`config.mk`:
```
export PLATFORM = sky130hd
export DESIGN_NAME = reg_write_ctrl
export DESIGN_NICKNAME = d
export VERILOG_FILES = /design/src/rtl/reg_write_ctrl.sv
export SDC_FILE = /design/constraint.sdc
export NUM_CORES = 1
export LEC_CHECK = 0
export CAP_MARGIN = 20
export CORE_AREA = 2 2 130 100
export CTS_BUF_LIST = sky130_fd_sc_hd__clkbuf_2
export DETAILED_ROUTE_END_ITERATION = 16
export DIE_AREA = 0 0 132 102
export HOLD_SLACK_MARGIN = 0.02
export PLACE_DENSITY = 0.89
export SLEW_MARGIN = 10
export SYNTH_ARGS = -nofsm -noshare
export SYNTH_HDL_FRONTEND = slang
export SYNTH_SLANG_ARGS = --single-unit
```
`constraint.sdc`:
```
create_clock -name clk -period 3.2 [get_ports clk]
set_clock_uncertainty 0.05 [all_clocks]
set_input_delay 0.64 -clock clk [delete_from_list [all_inputs] [get_ports clk]]
set_output_delay 0.64 -clock clk [all_outputs]
set_load 0.01 [all_outputs]
```
`src/rtl/reg_write_ctrl.sv`:
```
// Register-file write-side controller: queues mem/alu results in program order, drains one
// write per cycle onto the single write port, and forwards the youngest pending value.
module reg_write_ctrl #(
    parameter int unsigned DEPTH = 4
) (
    input  logic        clk,
    input  logic        reset,
    input  logic        mem_valid,
    input  logic [2:0]  mem_dst,
    input  logic [15:0] mem_data,
    input  logic        alu_valid,
    input  logic [2:0]  alu_dst,
    input  logic [15:0] alu_data,
    output logic        stall_out,
    output logic [2:0]  write_addr,
    output logic [15:0] write_data,
    output logic        reg_write,
    input  logic [2:0]  fwd_addr,
    output logic        fwd_hit,
    output logic [15:0] fwd_data
);

    localparam int unsigned PtrW = $clog2(DEPTH);
    localparam int unsigned CntW = $clog2(DEPTH + 1);

    logic [PtrW-1:0] wr_ptr_q, wr_ptr_d;
    logic [PtrW-1:0] rd_ptr_q, rd_ptr_d;
    logic [CntW-1:0] count_q, count_d;
    logic [2:0]      dst_q  [DEPTH];
    logic [15:0]     data_q [DEPTH];

    logic            push_mem, push_alu, pop;
    logic [PtrW-1:0] alu_slot;
    logic [CntW-1:0] n_push;

    // Threshold leaves room for a worst-case dual push next cycle.
    assign stall_out = (count_q > CntW'(DEPTH - 2));

    always_comb begin
        push_mem = mem_valid && !stall_out;
        push_alu = alu_valid && !stall_out;
        pop      = (count_q != '0);
        alu_slot = push_mem ? (wr_ptr_q + PtrW'(1)) : wr_ptr_q;
        n_push   = CntW'(push_mem) + CntW'(push_alu);
        wr_ptr_d = wr_ptr_q + PtrW'(n_push);
        rd_ptr_d = pop ? (rd_ptr_q + PtrW'(1)) : rd_ptr_q;
        count_d  = count_q + n_push - CntW'(pop);
    end

    always_ff @(posedge clk or posedge reset) begin
        if (reset) begin
            wr_ptr_q <= '0;
            rd_ptr_q <= '0;
            count_q  <= '0;
        end else begin
            wr_ptr_q <= wr_ptr_d;
            rd_ptr_q <= rd_ptr_d;
            count_q  <= count_d;
        end
    end

    // Storage needs no reset; validity is tracked by the pointers and count.
    always_ff @(posedge clk) begin
        if (push_mem) begin
            dst_q[wr_ptr_q]  <= mem_dst;
            data_q[wr_ptr_q] <= mem_data;
        end
        if (push_alu) begin
            dst_q[alu_slot]  <= alu_dst;
            data_q[alu_slot] <= alu_data;
        end
    end

    always_ff @(posedge clk or posedge reset) begin
        if (reset) begin
            reg_write  <= 1'b0;
            write_addr <= '0;
            write_data <= '0;
        end else if (pop) begin
            reg_write  <= 1'b1;
            write_addr <= dst_q[rd_ptr_q];
            write_data <= data_q[rd_ptr_q];
        end else begin
            reg_write  <= 1'b0;
        end
    end

    // Scan oldest to youngest so later matches override earlier ones.
    always_comb begin
        logic [PtrW-1:0] idx;
        fwd_hit  = 1'b0;
        fwd_data = '0;
        idx      = '0;
        if (reg_write && (write_addr == fwd_addr)) begin
            fwd_hit  = 1'b1;
            fwd_data = write_data;
        end
        for (int unsigned i = 0; i < DEPTH; i++) begin
            idx = rd_ptr_q + PtrW'(i);
            if ((CntW'(i) < count_q) && (dst_q[idx] == fwd_addr)) begin
                fwd_hit  = 1'b1;
                fwd_data = data_q[idx];
            end
        end
    end

endmodule

```
[Yosys cells after proc, flatten, opt, wreduce, memory -nomap -nowiden]
Memories as Yosys holds them, arrays and structs flattened.
Index checks and enable logic that the tools add are counted.
Word-level totals
  RAM bits: 76
  word-level logic and storage cells: 51
  memories: 2
  input port bits: 45
  bits in registers: 27
  output and inout bits: 38
Operators by class
  equality and inequality tests: 5
  reductions and logical operators: 9
  mux-type cells: 16
  $add $sub $neg: 8
  magnitude comparators: 5
Memories
  data_q: words 4, width 16, rd ports 4, clocked after memory_dff 0, write ports 2, line 30  | logic [15:0] data_q [DEPTH];
  dst_q: words 4, width 3, rd ports 4, clocked after memory_dff 0, write ports 2, line 29  | logic [2:0] dst_q [DEPTH];
Operators with widths (number)
  16-bit 2-to-1 mux: 5
  3-bit equality test: 5
  1-bit 2-to-1 mux: 10
  1-bit logical AND: 7
  1-bit by 3-bit less-than comparator with 1-bit output (first input constant): 2
  2-bit by 3-bit less-than comparator with 1-bit output (first input constant): 2
  2-bit by 1-bit adder with 2-bit output (second input constant): 2
  2-bit adder (second input constant): 2
  3-bit by 2-bit adder with 3-bit output: 1
  3-bit by 2-bit > comparator with 1-bit output (second input constant): 1
  3-bit nonzero test: 1
  3-bit by 1-bit subtractor with 3-bit output: 1
  1-bit by 1-bit adder with 2-bit output: 1
  2-bit adder: 1
  2-bit 2-to-1 mux: 1
  1-bit logical NOT: 1

[Logic depth before layout (Yosys ltp)]
  depth after elaboration: 7
  gate-level depth with buffers: 12
  mapped depth without buffers: 12

[Worst setup path before layout]
Ideal clock, no wire load.
  path kind: input to output
  from: in fwd_addr[2]
  to: out fwd_data[6]
  slack: 0.335 ns
  arrival time: 2.175 ns
  buffers on the path: 2
  data required time: 2.510 ns
  stages: 8
  cell sequence: clkbuf_1 -> xnor2_1 -> nand2_1 -> nor3_1 -> clkbuf_1 -> and2_1 -> a221oi_2 -> o221ai_1
On the way
  word-level cells in the longest chain between the ends: 7
  elaborated cells between the ends (all ways): 15
  classes of those cells: eq/ne: 5; mux: 5; reduce/logical: 5
Ends and longest elaborated chain
  start, declared: line 18  | input logic [2:0] fwd_addr,
  3-bit equality test: line 94  | if (reg_write && (write_addr == fwd_addr)) begin
  1-bit logical AND: line 94
  16-bit 2-to-1 mux: line 94
  16-bit 2-to-1 mux (3 in series): line 100  | if ((CntW'(i) < count_q) && (dst_q[idx] == fwd_addr)) begin
  16-bit 2-to-1 mux (*): line 100
  end, declared: line 20  | output logic [15:0] fwd_data
Mark *: on every way between the ends. The rest lies on a longest branch, timed or not.

[Worst setup path in the final report]
  from: reg rd_ptr_q[0]
  to: out fwd_data[2]
On the way
  word-level cells in the longest chain between the ends: 7
  elaborated cells between the ends (all ways): 17
  classes of those cells: add/sub: 3; eq/ne: 4; mux: 4; reduce/logical: 4; memory: 2
Ends and longest elaborated chain
  start, declared: line 27  | logic [PtrW-1:0] rd_ptr_q, rd_ptr_d;
  start signal, assigned: line 57  | rd_ptr_q <= rd_ptr_d;
  2-bit by 1-bit adder with 2-bit output / memory 4 x 3 bit (equally long branches)
  memory 4 x 3 bit / 3-bit equality test (equally long branches)
  3-bit equality test / 1-bit logical AND (equally long branches): line 100
  1-bit logical AND / 16-bit 2-to-1 mux (equally long branches): line 100
  16-bit 2-to-1 mux (2 in series): line 100
  16-bit 2-to-1 mux (*): line 100
Marks and branches as above.

==> impl_metrics.xml <==
<?xml version="1.0" encoding="UTF-8"?>
<metrics>
  <group name="sta">
    <metric name="worst_slew_pin_slew" unit="ns">0.9323</metric>
    <metric name="hold_viol" unit="">0</metric>
    <metric name="fin_crit" unit="ns">3.913</metric>
    <metric name="count_of_endpoints_failing_setup_in_the_final_report" unit="">17</metric>
    <metric name="grt_setup_unrepaired" unit="">true</metric>
    <metric name="totalNegativeSetupSlack" unit="ns">-10.02</metric>
    <metric name="worst_slew_margin_rel" unit="%">37.78</metric>
    <metric name="worst_slack" unit="ns">-0.7128</metric>
    <metric name="fmax" unit="GHz">0.2556</metric>
    <metric name="final-max-slew-violation-count" unit="">0</metric>
    <metric name="period_share" unit="%">122.3</metric>
  </group>
  <group name="route">
    <metric name="route.antenna.remaining_nets" unit="">0</metric>
    <metric name="met2WireLength" unit="µm">11050</metric>
    <metric name="route.vias.total" unit="">6527</metric>
    <metric name="drt_pre_antenna_iters" unit="">8</metric>
    <metric name="top_signal_layer_used" unit="">met4</metric>
    <metric name="met3_wirelength" unit="µm">3003</metric>
    <metric name="detail_route.drc_violations" unit="">0</metric>
    <metric name="via_per_inst" unit="">7.018</metric>
    <metric name="drt_wl_total" unit="µm">24070</metric>
    <metric name="initialDrtViolationCount" unit="">1025</metric>
    <metric name="detail_route.wirelength.met1" unit="µm">8518</metric>
    <metric name="routed_wire_length_per_instance" unit="µm">25.88</metric>
  </group>
  <group name="synthesis">
    <metric name="post_synth_fa_ha_maj_area_fraction" unit="%">1.868</metric>
    <metric name="synth_simple_gate_area_share" unit="%">8.743</metric>
    <metric name="synth_cell_types" unit="">41</metric>
    <metric name="synth.net_count" unit="">685</metric>
    <metric name="synth_seq_cells" unit="">103</metric>
    <metric name="ys_dominant_reg_cell" unit="">edfxtp_1</metric>
    <metric name="syn_inst" unit="">630</metric>
    <metric name="synth-edff-count" unit="">76</metric>
    <metric name="synth.avg_cell_area" unit="µm²">11.27</metric>
    <metric name="yosys.area_share.xor_xnor" unit="%">2.838</metric>
    <metric name="synth_area" unit="mm²">0.007098</metric>
    <metric name="synth_top_family_by_area" unit="">multiplexers</metric>
    <metric name="ys.warnings.count" unit="">0</metric>
    <metric name="synth_compound_gate_area_share" unit="%">13.87</metric>
    <metric name="postSynth.asyncResetShare" unit="%">26.21</metric>
    <metric name="share_of_cell_area_taken_by_muxes_after_synthesis" unit="%">26.04</metric>
    <metric name="yosysSeqAreaShare" unit="%">41.67</metric>
  </group>
  <group name="floorplanning">
    <metric name="floorplan.die_area" unit="mm²">0.01346</metric>
    <metric name="coreArea" unit="mm²">0.01213</metric>
    <metric name="die-height" unit="µm">102</metric>
    <metric name="ios" unit="">83</metric>
    <metric name="initial_core_util" unit="%">58.51</metric>
    <metric name="num_rows" unit="">35</metric>
    <metric name="die-width" unit="µm">132</metric>
  </group>
  <group name="worst_setup_path">
    <metric name="worst_setup_path_start_kind" unit="">flip-flop</metric>
    <metric name="setup.worst_path.class" unit="">flip-flop to primary output</metric>
    <metric name="rrSetupSlack" unit="ns">0.20</metric>
    <metric name="worst_r2r_path_depth" unit="">13</metric>
    <metric name="endpoint_kind" unit="">primary output</metric>
    <metric name="worst-endpoint-arrival" unit="ns">3.22</metric>
    <metric name="largest_driver_fanout_on_the_critical_path" unit="">8</metric>
    <metric name="reg2reg_from" unit="">count_q[2]</metric>
    <metric name="critical_path.reg2reg.endpoint" unit="">count_q[2]</metric>
    <metric name="worstPathRequired" unit="ns">2.51</metric>
  </group>
  <group name="grt">
    <metric name="initial_antenna_violation_count" unit="">0</metric>
    <metric name="grt_max_degree" unit="">61</metric>
    <metric name="grtUsageTotal" unit="%">33.10</metric>
    <metric name="grt_pass1_vias" unit="">6321</metric>
    <metric name="grt_overflow" unit="">0</metric>
    <metric name="grt_pass1_wl" unit="µm">34020</metric>
  </group>
  <group name="outcome">
    <metric name="violated_checks" unit="">negative setup slack</metric>
    <metric name="run_status" unit="">complete, but fails checks</metric>
  </group>
  <group name="final_layout">
    <metric name="post_layout_util" unit="%">75.91</metric>
    <metric name="final_layout_size_suffix_gt1_share" unit="%">39.92</metric>
    <metric name="nets" unit="">814</metric>
    <metric name="flow.area_growth_from_synthesis" unit="%">29.72</metric>
    <metric name="antenna_cells_inserted" unit="">0</metric>
  </group>
  <group name="clock_tree">
    <metric name="cts_inserted_buffers" unit="">9</metric>
    <metric name="post_cts_hold_buffer_count" unit="">0</metric>
    <metric name="clk_transition_reported_paths" unit="ns">0.31</metric>
    <metric name="ctsHtreeMaxLevel" unit="">3</metric>
    <metric name="cts_sink_count" unit="">103</metric>
    <metric name="cts-root-buf" unit="">clkbuf_2</metric>
    <metric name="clk_path_buf_depth" unit="">2</metric>
    <metric name="clock_tree_from_tritoncts" unit="">built</metric>
    <metric name="clk_latency" unit="ns">0.62</metric>
  </group>
  <group name="placed_design">
    <metric name="gp_routability_congestion" unit="">0.9165</metric>
    <metric name="dp_hpwl" unit="µm">14170</metric>
    <metric name="port_buffers" unit="">82</metric>
  </group>
  <group name="job">
    <metric name="max-cap-violations" unit="">0</metric>
  </group>
  <group name="min_path">
    <metric name="min-delay-path-class" unit="">input port to async pin</metric>
  </group>
  <group name="power">
    <metric name="leakagePower" unit="nW">3.555</metric>
    <metric name="vdd.ir_drop.worst" unit="mV">0.6357</metric>
    <metric name="p_per_area" unit="mW/mm²">1147</metric>
  </group>
</metrics>
-- where the power goes --
part	leakage [nW]	switching, mW	internal, mW
Sequential	1.00	0.374	1.96
Clock	0.0859	0.445	0.266
Combinational	2.47	4.09	3.43
Total	3.55	4.90	5.65
-- metal layers --
metal | GRT usage (%) | vias to the layer above
li1 | - | 2669
met5 | 0 | -
met3 | 7.440 | 153
met1 | 41.36 | 3149
met4 | 17.64 | 0
met2 | 54.77 | 556
-- per-stage QoR --
step	std cells	power [mW]	worst slack (ns)	hold WS, ns	instance area (µm²)
2_1_floorplan	630	5.966	0.3345	0.4521	7098
3_3_place_gp	899	8.248	-0.5477	0.4368	8484
3_5_place_dp	899	8.537	-0.5559	0.4549	8484
4_1_cts	927	9.465	-0.4951	0.4568	8864
5_1_grt	930	10.95	-0.8139	0.4793	9208
6_report	930	10.56	-0.7128	0.4201	9208
-- worst max-delay path, stage by stage, from the launching register on --
cell and delay (ns):
dfrtp_2 0.54, buf_12 0.16, mux4_2 0.51, xor2_1 0.19, nor2_4 0.19, buf_4 0.22
nand4_1 0.22, o211ai_1 0.22, o221ai_2 0.17, buf_2 0.17
-- cells by family (layout without fill, tap and decap cells) --
| kind of cell | after synthesis | after routing |
|---|---|---|
| mux | 158 | 158 |
| xor+xnor | 23 | 23 |
| simple gates | 129 | 129 |
| fa+ha+maj | 10 | 10 |
| compound gates | 137 | 137 |
| buf+inv | 70 | 204 |
| flops | 103 | 103 |
-- worst max-delay path by stage --
| stage | end | from | cells after the start | slack (ns) |
|---|---|---|---|---|
| after floorplan | fwd_data[6] | fwd_addr[2] | 8 | 0.33 |
| after global placement | fwd_data[10] | fwd_addr[2] | 8 | -0.55 |
| after detailed placement | fwd_data[2] | fwd_addr[1] | 9 | -0.56 |
| after CTS | fwd_data[9] | rd_ptr_q[1] | 10 | -0.50 |
| after global routing | fwd_data[2] | rd_ptr_q[0] | 9 | -0.81 |
| final | fwd_data[2] | rd_ptr_q[0] | 9 | -0.71 |
-- state kept, by name, indices dropped and copies added (netlist names) --
| signal | flops |
|---|---|
| wr_ptr_q | 2 |
| data_q | 64 |
| count_q | 3 |
| reg_write | 1 |
| write_addr | 3 |
| dst_q | 12 |
| rd_ptr_q | 2 |
| write_data | 16 |
-- layout make-up --
type / count / area, µm²
multi-input combinational: 457 / 4195
sequential: 103 / 2963
clock buffer: 12 / 60.06
tap: 166 / 207.7
fill: 702 / 2923
inverter: 16 / 72.57
timing repair buffer: 172 / 1639
clock inverter: 4 / 70.07
-- cell usage in the layout (no fill, tap or decap), types with 5 or more instances in the layout --
cell type / count
and2_1: 17
a21oi_1: 16
o221ai_2: 10
edfxtp_1: 76
nor3_1: 5
a211oi_1: 10
a221oi_2: 10
nand3_1: 5
a211oi_2: 5
ha_1: 9
o221ai_1: 7
a21o_1: 18
a221oi_4: 5
mux4_2: 10
buf_4: 63
nand2_1: 43
xor2_1: 10
clkbuf_2: 12
clkdlybuf4s50_1: 65
o211ai_1: 30
buf_6: 14
inv_1: 14
buf_12: 9
xnor2_1: 8
mux2_2: 111
dfrtp_1: 25
buf_2: 16
nor2_1: 32
nand4_1: 16
mux2i_1: 31
o21ai_0: 16
-- cells in the mapped netlist, drive strengths merged (10+ instances only) --
master / count / area (µm²)
mux2: 113 / 1272
edfxtp: 76 / 2282
nand2: 43 / 161.4
mux2i: 35 / 350.3
nor2: 34 / 137.6
o211ai: 30 / 225.2
buf: 28 / 192.7
dfrtp: 27 / 675.7
clkbuf: 26 / 100.1
o21ai: 21 / 105.1
a21oi: 19 / 95.09
a21o: 18 / 135.1
and2: 17 / 106.4
nand4: 17 / 112.6
o221ai: 17 / 148.9
a221oi: 16 / 152.7
a211oi: 15 / 112.6
inv: 15 / 56.30
xor2: 12 / 105.1
xnor2: 11 / 96.34
mux4: 10 / 225.2
-- what timing repair did --
item	CTS	global route
hold endpoints to repair	0	0
setup buffers	11	2
gates cloned	2	1
gates resized for setup	110	57
pin swaps	25	21
endpoints found under the setup margin	17	17
Power figures use the tool's default switching activity.
